===== src/rtl/mem_arbiter_if.sv =====
// Request/response and memory bus bundle for mem_arbiter.
// The arbiter uses the slave view. The requesters and the memory use the master view.
interface mem_arbiter_if #(
  parameter int ADDR_W = 32,
  parameter int DATA_W = 32
);
  localparam int BE_W = DATA_W / 8;

  logic              i_req_valid;
  logic              i_req_ready;
  logic [ADDR_W-1:0] i_req_addr;
  logic              i_rsp_valid;
  logic [DATA_W-1:0] i_rsp_data;

  logic              d_req_valid;
  logic              d_req_ready;
  logic [ADDR_W-1:0] d_req_addr;
  logic              d_req_we;
  logic [BE_W-1:0]   d_req_be;
  logic [DATA_W-1:0] d_req_wdata;
  logic              d_rsp_valid;
  logic [DATA_W-1:0] d_rsp_data;

  logic              mem_en;
  logic              mem_we;
  logic [ADDR_W-1:0] mem_addr;
  logic [BE_W-1:0]   mem_be;
  logic [DATA_W-1:0] mem_wdata;
  logic [DATA_W-1:0] mem_rdata;

  modport slave (
    input  i_req_valid, i_req_addr,
    input  d_req_valid, d_req_addr, d_req_we, d_req_be, d_req_wdata,
    input  mem_rdata,
    output i_req_ready, i_rsp_valid, i_rsp_data,
    output d_req_ready, d_rsp_valid, d_rsp_data,
    output mem_en, mem_we, mem_addr, mem_be, mem_wdata
  );

  modport master (
    output i_req_valid, i_req_addr,
    output d_req_valid, d_req_addr, d_req_we, d_req_be, d_req_wdata,
    output mem_rdata,
    input  i_req_ready, i_rsp_valid, i_rsp_data,
    input  d_req_ready, d_rsp_valid, d_rsp_data,
    input  mem_en, mem_we, mem_addr, mem_be, mem_wdata
  );
endinterface


===== src/rtl/mem_arbiter.sv =====
// mem_arbiter: lets the fetch port and the load/store port share one
// single-port synchronous memory. Only one transaction is outstanding at a time.
// Data requests win over fetch requests. A starvation counter forces a fetch grant
// after STARVE_MAX data grants in a row while a fetch was waiting.
module mem_arbiter #(
  parameter int ADDR_W     = 32,
  parameter int DATA_W     = 32,
  parameter int MEM_LAT    = 1,
  parameter int STARVE_MAX = 4
) (
  input  logic          clk,
  input  logic          rst,
  mem_arbiter_if.slave  bus
);
  localparam int BE_W  = DATA_W / 8;
  localparam int SC_W  = $clog2(STARVE_MAX + 1);
  localparam int LAT_W = (MEM_LAT > 2) ? $clog2(MEM_LAT) : 1;
  localparam logic [SC_W-1:0]  STARVE_LIM = SC_W'(STARVE_MAX);
  // WAIT covers MEM_LAT-1 cycles, so the counter starts at MEM_LAT-2 and counts down to zero.
  localparam logic [LAT_W-1:0] WAIT_LOAD  = LAT_W'((MEM_LAT >= 2) ? (MEM_LAT - 2) : 0);

  typedef enum logic [1:0] {
    ST_IDLE = 2'd0,
    ST_WAIT = 2'd1,
    ST_RESP = 2'd2
  } state_t;

  state_t            state;
  logic [LAT_W-1:0]  lat_cnt;
  logic [SC_W-1:0]   starve_cnt;
  logic              owner_fetch;
  logic              owner_we;
  logic              i_rsp_valid_r;
  logic              d_rsp_valid_r;

  logic              i_ready;
  logic              d_ready;
  logic              i_accept;
  logic              d_accept;

  // Pick the winner while idle. Both ready outputs are forced low during reset.
  always_comb begin
    i_ready = 1'b0;
    d_ready = 1'b0;
    if (rst && (state == ST_IDLE)) begin
      if (bus.i_req_valid && (!bus.d_req_valid || (starve_cnt == STARVE_LIM))) begin
        i_ready = 1'b1;
      end else if (bus.d_req_valid) begin
        d_ready = 1'b1;
      end else begin
        i_ready = 1'b0;
        d_ready = 1'b0;
      end
    end else begin
      i_ready = 1'b0;
      d_ready = 1'b0;
    end
  end

  assign i_accept = i_ready & bus.i_req_valid;
  assign d_accept = d_ready & bus.d_req_valid;

  // Drive the memory strobe and its fields only in the accept cycle. They are zero otherwise.
  always_comb begin
    bus.mem_en    = 1'b0;
    bus.mem_we    = 1'b0;
    bus.mem_addr  = {ADDR_W{1'b0}};
    bus.mem_be    = {BE_W{1'b0}};
    bus.mem_wdata = {DATA_W{1'b0}};
    if (i_accept) begin
      bus.mem_en    = 1'b1;
      bus.mem_addr  = bus.i_req_addr;
      bus.mem_be    = {BE_W{1'b1}};
    end else if (d_accept) begin
      bus.mem_en    = 1'b1;
      bus.mem_we    = bus.d_req_we;
      bus.mem_addr  = bus.d_req_addr;
      bus.mem_be    = bus.d_req_be;
      bus.mem_wdata = bus.d_req_wdata;
    end else begin
      bus.mem_en    = 1'b0;
    end
  end

  // Transaction FSM (IDLE -> WAIT -> RESP), starvation counter and registered response strobes.
  always_ff @(posedge clk or negedge rst) begin
    if (!rst) begin
      state         <= ST_IDLE;
      lat_cnt       <= {LAT_W{1'b0}};
      starve_cnt    <= {SC_W{1'b0}};
      owner_fetch   <= 1'b0;
      owner_we      <= 1'b0;
      i_rsp_valid_r <= 1'b0;
      d_rsp_valid_r <= 1'b0;
    end else begin
      case (state)
        ST_IDLE: begin
          if (i_accept || d_accept) begin
            owner_fetch <= i_accept;
            owner_we    <= d_accept & bus.d_req_we;
            if (d_accept && bus.i_req_valid) begin
              if (starve_cnt != STARVE_LIM) begin
                starve_cnt <= starve_cnt + SC_W'(1);
              end else begin
                starve_cnt <= starve_cnt;
              end
            end else begin
              starve_cnt <= {SC_W{1'b0}};
            end
            if (MEM_LAT == 1) begin
              state         <= ST_RESP;
              i_rsp_valid_r <= i_accept;
              d_rsp_valid_r <= d_accept;
            end else begin
              state   <= ST_WAIT;
              lat_cnt <= WAIT_LOAD;
            end
          end else begin
            state <= ST_IDLE;
          end
        end
        ST_WAIT: begin
          if (lat_cnt == {LAT_W{1'b0}}) begin
            state         <= ST_RESP;
            i_rsp_valid_r <= owner_fetch;
            d_rsp_valid_r <= ~owner_fetch;
          end else begin
            lat_cnt <= lat_cnt - LAT_W'(1);
          end
        end
        ST_RESP: begin
          state         <= ST_IDLE;
          i_rsp_valid_r <= 1'b0;
          d_rsp_valid_r <= 1'b0;
        end
        default: begin
          state         <= ST_IDLE;
          i_rsp_valid_r <= 1'b0;
          d_rsp_valid_r <= 1'b0;
        end
      endcase
    end
  end

  assign bus.i_req_ready = i_ready;
  assign bus.d_req_ready = d_ready;
  assign bus.i_rsp_valid = i_rsp_valid_r;
  assign bus.d_rsp_valid = d_rsp_valid_r;
  // The response strobe is aligned with mem_rdata, so the read data passes straight through.
  assign bus.i_rsp_data  = i_rsp_valid_r ? bus.mem_rdata : {DATA_W{1'b0}};
  assign bus.d_rsp_data  = (d_rsp_valid_r && !owner_we) ? bus.mem_rdata : {DATA_W{1'b0}};
endmodule


===== src/flat_wrapper.sv =====
// flat-port wrapper written by rule: the top's interface ports become plain ports
module mem_arbiter_flat 
#(
  parameter int ADDR_W     = 32,
  parameter int DATA_W     = 32,
  parameter int MEM_LAT    = 1,
  parameter int STARVE_MAX = 4
)
  (clk, rst, bus_i_req_valid, bus_i_req_addr, bus_d_req_valid, bus_d_req_addr, bus_d_req_we, bus_d_req_be, bus_d_req_wdata, bus_mem_rdata, bus_i_req_ready, bus_i_rsp_valid, bus_i_rsp_data, bus_d_req_ready, bus_d_rsp_valid, bus_d_rsp_data, bus_mem_en, bus_mem_we, bus_mem_addr, bus_mem_be, bus_mem_wdata);
  mem_arbiter_if #(.ADDR_W(ADDR_W), .DATA_W(DATA_W)) bus_i ();
  input  logic clk;
  input  logic rst;
  input wire logic [$bits(bus_i.i_req_valid)-1:0] bus_i_req_valid;
  input wire logic [$bits(bus_i.i_req_addr)-1:0] bus_i_req_addr;
  input wire logic [$bits(bus_i.d_req_valid)-1:0] bus_d_req_valid;
  input wire logic [$bits(bus_i.d_req_addr)-1:0] bus_d_req_addr;
  input wire logic [$bits(bus_i.d_req_we)-1:0] bus_d_req_we;
  input wire logic [$bits(bus_i.d_req_be)-1:0] bus_d_req_be;
  input wire logic [$bits(bus_i.d_req_wdata)-1:0] bus_d_req_wdata;
  input wire logic [$bits(bus_i.mem_rdata)-1:0] bus_mem_rdata;
  output wire logic [$bits(bus_i.i_req_ready)-1:0] bus_i_req_ready;
  output wire logic [$bits(bus_i.i_rsp_valid)-1:0] bus_i_rsp_valid;
  output wire logic [$bits(bus_i.i_rsp_data)-1:0] bus_i_rsp_data;
  output wire logic [$bits(bus_i.d_req_ready)-1:0] bus_d_req_ready;
  output wire logic [$bits(bus_i.d_rsp_valid)-1:0] bus_d_rsp_valid;
  output wire logic [$bits(bus_i.d_rsp_data)-1:0] bus_d_rsp_data;
  output wire logic [$bits(bus_i.mem_en)-1:0] bus_mem_en;
  output wire logic [$bits(bus_i.mem_we)-1:0] bus_mem_we;
  output wire logic [$bits(bus_i.mem_addr)-1:0] bus_mem_addr;
  output wire logic [$bits(bus_i.mem_be)-1:0] bus_mem_be;
  output wire logic [$bits(bus_i.mem_wdata)-1:0] bus_mem_wdata;
  assign bus_i.i_req_valid = bus_i_req_valid;
  assign bus_i.i_req_addr = bus_i_req_addr;
  assign bus_i.d_req_valid = bus_d_req_valid;
  assign bus_i.d_req_addr = bus_d_req_addr;
  assign bus_i.d_req_we = bus_d_req_we;
  assign bus_i.d_req_be = bus_d_req_be;
  assign bus_i.d_req_wdata = bus_d_req_wdata;
  assign bus_i.mem_rdata = bus_mem_rdata;
  assign bus_i_req_ready = bus_i.i_req_ready;
  assign bus_i_rsp_valid = bus_i.i_rsp_valid;
  assign bus_i_rsp_data = bus_i.i_rsp_data;
  assign bus_d_req_ready = bus_i.d_req_ready;
  assign bus_d_rsp_valid = bus_i.d_rsp_valid;
  assign bus_d_rsp_data = bus_i.d_rsp_data;
  assign bus_mem_en = bus_i.mem_en;
  assign bus_mem_we = bus_i.mem_we;
  assign bus_mem_addr = bus_i.mem_addr;
  assign bus_mem_be = bus_i.mem_be;
  assign bus_mem_wdata = bus_i.mem_wdata;
  mem_arbiter #(.ADDR_W(ADDR_W), .DATA_W(DATA_W), .MEM_LAT(MEM_LAT), .STARVE_MAX(STARVE_MAX)) u_core (.clk(clk), .rst(rst), .bus(bus_i));
endmodule

===== config.mk =====
export PLATFORM = sky130hd
export DESIGN_NAME = mem_arbiter_flat
export DESIGN_NICKNAME = d
export VERILOG_FILES = /design/src/rtl/mem_arbiter_if.sv /design/src/rtl/mem_arbiter.sv /design/src/flat_wrapper.sv
export SDC_FILE = /design/constraint.sdc
export NUM_CORES = 1
export LEC_CHECK = 0
export CORE_AREA = 2 2 107 109
export CTS_CLUSTER_DIAMETER = 60
export DETAILED_ROUTE_END_ITERATION = 10
export DIE_AREA = 0 0 109 111
export GPL_ROUTABILITY_DRIVEN = 0
export GPL_TIMING_DRIVEN = 0
export PLACE_DENSITY = 0.57
export SLEW_MARGIN = 20
export SYNTH_ARGS = -nofsm -noshare
export SYNTH_HDL_FRONTEND = slang
export SYNTH_SLANG_ARGS = --single-unit

===== constraint.sdc =====
create_clock -name clk -period 4.5 [get_ports clk]
set_input_delay 0.9 -clock clk [delete_from_list [all_inputs] [get_ports clk]]
set_output_delay 0.9 -clock clk [all_outputs]
set_load 0.01 [all_outputs]

# == After elaboration in Yosys (flattened, before gate mapping) ==
# Index checks and enable logic that the tools add are counted.
# classes
n_reduce_logical,12
bitwise,4
n_mux,29
addsub,2
n_eq_ne,6
# ops
op,count
32-bit two-way mux,6
1-bit two-way mux,14
4-bit two-way mux,2
3-bit two-way mux,2
2-bit != test (second input constant),3
1-bit logical AND,4
2-bit two-way mux,2
1-bit case mux with 2 select lines,2
2-bit case mux with 2 select lines,1
2-bit AND reduction,2
3-bit by 1-bit adder with 3-bit output (second input constant),1
1-bit bitwise AND,3
3-bit equality test (second input constant),1
3-bit != test (second input constant),1
3-bit AND reduction,1
2-bit by 1-bit equality test with 1-bit output (second input constant),1
1-bit zero test,2
2-bit zero test,1
1-bit logical OR,2
1-bit inverter,1
1-bit subtractor (second input constant),1
# word_totals
out_inout_bits,138
word_cells,60
register_bits,10

# == Logic depth before layout (Yosys ltp) ==
# logic_depth
ltp_word,9
ltp_mapped,7
depth_no_buf,5

# == Least setup slack after synthesis ==
# No wires, ideal clock.
# synth_timing
path_type,input to output
start,input bus_d_req_valid
end,output bus_mem_addr[23]
slack_ns,1.909
stages,5
arrival_ns,1.691
cell_sequence,and3b_1 -> and2_4 -> buf_6 -> buf_6 -> a22o_1
# synth_via
elab_chain_len,8
# synth_lines
item,line,text
from (decl),flat_wrapper.sv:15,input wire logic [$bits(bus_i.d_req_valid)-1:0] bus_d_req_valid;
1-bit zero test,mem_arbiter.sv:46,if (bus.i_req_valid && (!bus.d_req_valid || (starve_cnt == STARVE_LIM))) begin
1-bit logical OR,mem_arbiter.sv:46,
1-bit logical AND,mem_arbiter.sv:46,
1-bit two-way mux (*),mem_arbiter.sv:46,
1-bit two-way mux (*),mem_arbiter.sv:45,if (rst && (state == ST_IDLE)) begin
net bus_d_req_ready,flat_wrapper.sv:24,output wire logic [$bits(bus_i.d_req_ready)-1:0] bus_d_req_ready;
1-bit bitwise AND (*),mem_arbiter.sv:61,assign d_accept = d_ready & bus.d_req_valid;
32-bit two-way mux (*),mem_arbiter.sv:74,end else if (d_accept) begin
32-bit two-way mux (*),mem_arbiter.sv:70,if (i_accept) begin
to (decl),flat_wrapper.sv:29,output wire logic [$bits(bus_i.mem_addr)-1:0] bus_mem_addr;
# Mark *: on every way through the listed nets, which the timed path passes. The rest lies on a longest branch.

# == Worst setup path after layout ==
# layout_timing
start,input rst
end,output bus_mem_addr[28]
# layout_via
elab_chain_len,5
# layout_lines
item,line,text
from (decl),flat_wrapper.sv:12,input logic rst;
1-bit logical AND (*),mem_arbiter.sv:45,
1-bit two-way mux,mem_arbiter.sv:45,
1-bit bitwise AND,mem_arbiter.sv:61,
32-bit two-way mux,mem_arbiter.sv:74,
32-bit two-way mux (*),mem_arbiter.sv:70,
# Every way passes the cells marked *; elsewhere a longest branch is shown, timed or not.

==> reports/metrics.csv <==
stage,metric,value,unit
final_layout,fillers,1144,
yosys,synth_edf_count,0,
placed_design,numPortBuffers,274,
sta,max_slew_margin,70.7,%
cts,postCtsHoldBufs,0,
route,dr.pass1.iters,4,
yosys,synth_area_per_cell,7.45,µm²
sta,layout_min_cycle_time,4000,ps
cts,post_cts_resized,0,
sta,clock.fmax,0.250,GHz
setup_path,startpoint_type,input port,
setup_path,cp_max_fo,10,
route,drt_iter0_markers,50,
die,die_x,109,µm
route,ant_nets,0,
die,num_rows,39,
setup_path,r2r_setup_slack,2870,ps
setup_path,worst-endpoint-arrival,3100,ps
final_layout,fin_nets,608,
worst_hold_path,worstHoldPathCells,1,
route,drt-total-wl,8970,µm
final_layout,seqCellArea,175,µm²
yosys,synth_top_area_share,28.3,%
sta,tightestPinTransition,435,ps
global_routing,grt_use_total,13.6,%
yosys,syn_area,1420,µm²
placed_design,dp_hpwl,7890,µm
die,die_height,111,µm
pwr,leakage,0.00184,µW
placed_design,placed_cells,607,
yosys,synth_flop_cell,dfrtp_1,
final_layout,diodes,0,
setup_path,cp.required,3600,ps
route,via_per_inst,4.13,
yosys,synth_area_leaders,"and2_1 28%, a22o_1 20%, and3_1 15%",
cts,cts_root_buffer,clkbuf_16,
final_layout,drive_gt1_share,3.85,%
yosys,syn_inst,190,
sta,finalWorstSetupSlack,504,ps
final_layout,utilization,39.9,%
final_layout,multi_input_area,1090,µm²
yosys,async_flop_share,100,%
route,via_count,2525,
die,start_util,12.8,%
global_routing,first_global_vias,2546,
cts,clock_path_buffers,2,
route,wire_per_inst,14.7,µm
pwr,ir_drop,0.0000947,V
final_layout,area_delta_synth_final,212,%
global_routing,antenna_found_initial,0,
worst_hold_path,hold_start,u_core.owner_we$_DFFE_PN0P_,
status,outcome,"finished, final reports clean",
sta,setup_viol,0,
yosys,ys_types,27,
pwr,power_per_cell_area,158,nW/µm²
sta,hold_violations,0,
yosys,ys_seq_area_share,12.4,%
yosys,synth_area_leader_cell,and2_1,
setup_path,crit_chain,clkdlybuf4s50_1 -> and3b_1 -> and2_4 -> buf_6 -> buf_6 -> a22o_1 -> clkdlybuf4s50_1,
sta,rsz0062_at_grt,no,
die,boundaryPins,275,
setup_path,r2r-start,u_core.starve_cnt[0]$_DFFE_PN0P_,
yosys,syn_nets,329,
cts,cts_buffers,3,
die,core,11100,µm²
sta,slew_viol_final,0,
cts,cts_tree,yes,
setup_path,r2r_cells,7,
worst_hold_path,holdPathEnd,u_core.owner_we$_DFFE_PN0P_,
cts,clock-sinks,7,
global_routing,grt_pass1_wl,12900,µm
setup_path,reg2reg_to,u_core.bus.d_rsp_valid$_DFFE_PN0P_,
die,die-area,12100,µm²
setup_path,slowest_stage,clkdlybuf4s50_1,
global_routing,grt_max_degree,11,
setup_path,critPathKind,in -> out,
run,maxCapViolations,0,
route,post-route-drc-count,0,
sta,whs,487,ps
setup_path,critPathMaxStageDelay,710,ps
yosys,yosysWarnings,0,
sta,period_share,88.8,%
setup_path,cp-end-kind,output pin,
cts,postCtsSetupRepairBufs,0,
final_layout,stdcell_count,611,
placed_design,place_ws,417,ps
global_routing,grt_remaining_overflow,0,
yosys,ys_ff_latch,7,
sta,skew,1.40,ps
sta,fin_setup_tns,0,ps
cts,insertion_delay,230,ps
cts,htreeDepth,1,
cts,clkSlewWorstSetupHoldPaths,30,ps
worst_hold_path,hp-class,reg -> reg,
## cells in the mapped netlist (2+ instances only)
cell	number
and2_1	64
and3_1	33
a22o_1	32
clkbuf_1	11
dfrtp_1	7
inv_1	7
a21o_1	5
buf_6	4
buf_2	3
buf_4	3
nand2_1	3
ha_1	2
nor2b_1	2
## worst max-delay path by stage
stage                    start          endpoint  slack, ps  cells past startpoint
3_3_place_gp               rst  bus_mem_addr[28]        460                      7
6_report                   rst  bus_mem_addr[28]        500                      7
5_1_grt                    rst  bus_mem_addr[18]        320                      7
2_1_floorplan  bus_d_req_valid  bus_mem_addr[23]       1910                      5
4_1_cts                    rst  bus_mem_addr[28]        420                      7
3_5_place_dp               rst  bus_mem_addr[28]        420                      7
## report_power, final
part           switching [µW]  internal (µW)  leakage (µW)  total (µW)
sequential               6.43           71.1     0.0000918        77.5
clock                    34.3            118     0.0000382         152
combinational             168            302       0.00171         470
total                     209            491       0.00184         699
## worst max-delay path, delay by kind of cell
| family | cells | cell delay [ps] |
|---|---|---|
| compound gates | 1 | 150 |
| buf+inv | 4 | 1520 |
| simple gates | 2 | 520 |
## final cells by class
cell class	count	area share (%)
clock buffers	4	1.79
multi-input cells	155	24.7
well taps	143	4.05
flip-flops and latches	7	3.97
plain buffers	21	2.81
inverters	7	0.595
repair buffers	274	62.1
## cell families (layout without fill, tap and decap cells)
| kind of cell | Yosys count | in the layout | synth area share (%) |
|---|---|---|---|
| AND/OR/NAND/NOR | 108 | 108 | 47.9 |
| multiplexers | 1 | 1 | 0.707 |
| adder cells (fa/ha/maj) | 2 | 2 | 1.77 |
| AO/OA/AOI/OAI | 44 | 44 | 26.6 |
| buffers and inverters | 28 | 306 | 10.6 |
| flip-flops | 7 | 7 | 12.4 |
## flip-flops by register name, indices dropped and copies added, names as in the netlist
register and cells:
u_core.state 1, u_core.starve_cnt 3, u_core.owner_we 1, u_core.bus.d_rsp_valid 1
u_core.bus.i_rsp_valid 1
## routing by layer
metal  global-route usage (%)  share of wire [%]  wire length (µm)  vias to the layer above
met5                        0                  0                 0                        -
met3                     5.17                 12              1110                        9
met1                     13.8                 35              3130                     1136
li1                         -                  -                 -                     1221
met4                     2.91               0.98                88                        0
met2                     25.6                 52              4640                      159
## per-stage QoR
step           instance area (µm²)  total power [µW]
2_1_floorplan                 1420               235
3_3_place_gp                  4340               548
3_5_place_dp                  4340               551
4_1_cts                       4420               709
5_1_grt                       4420               740
6_report                      4420               699
## cells in the final DEF (no fill, tap or decap), drive strengths merged, types with 3 or more instances in the layout
| master | n |
|---|---|
| clkdlybuf4s50 | 274 |
| and2 | 65 |
| and3 | 33 |
| a22o | 32 |
| clkbuf | 15 |
| buf | 10 |
| inv | 7 |
| dfrtp | 7 |
| a21o | 5 |
| nand2 | 3 |
Note: power is estimated with default switching activity, not from simulation.
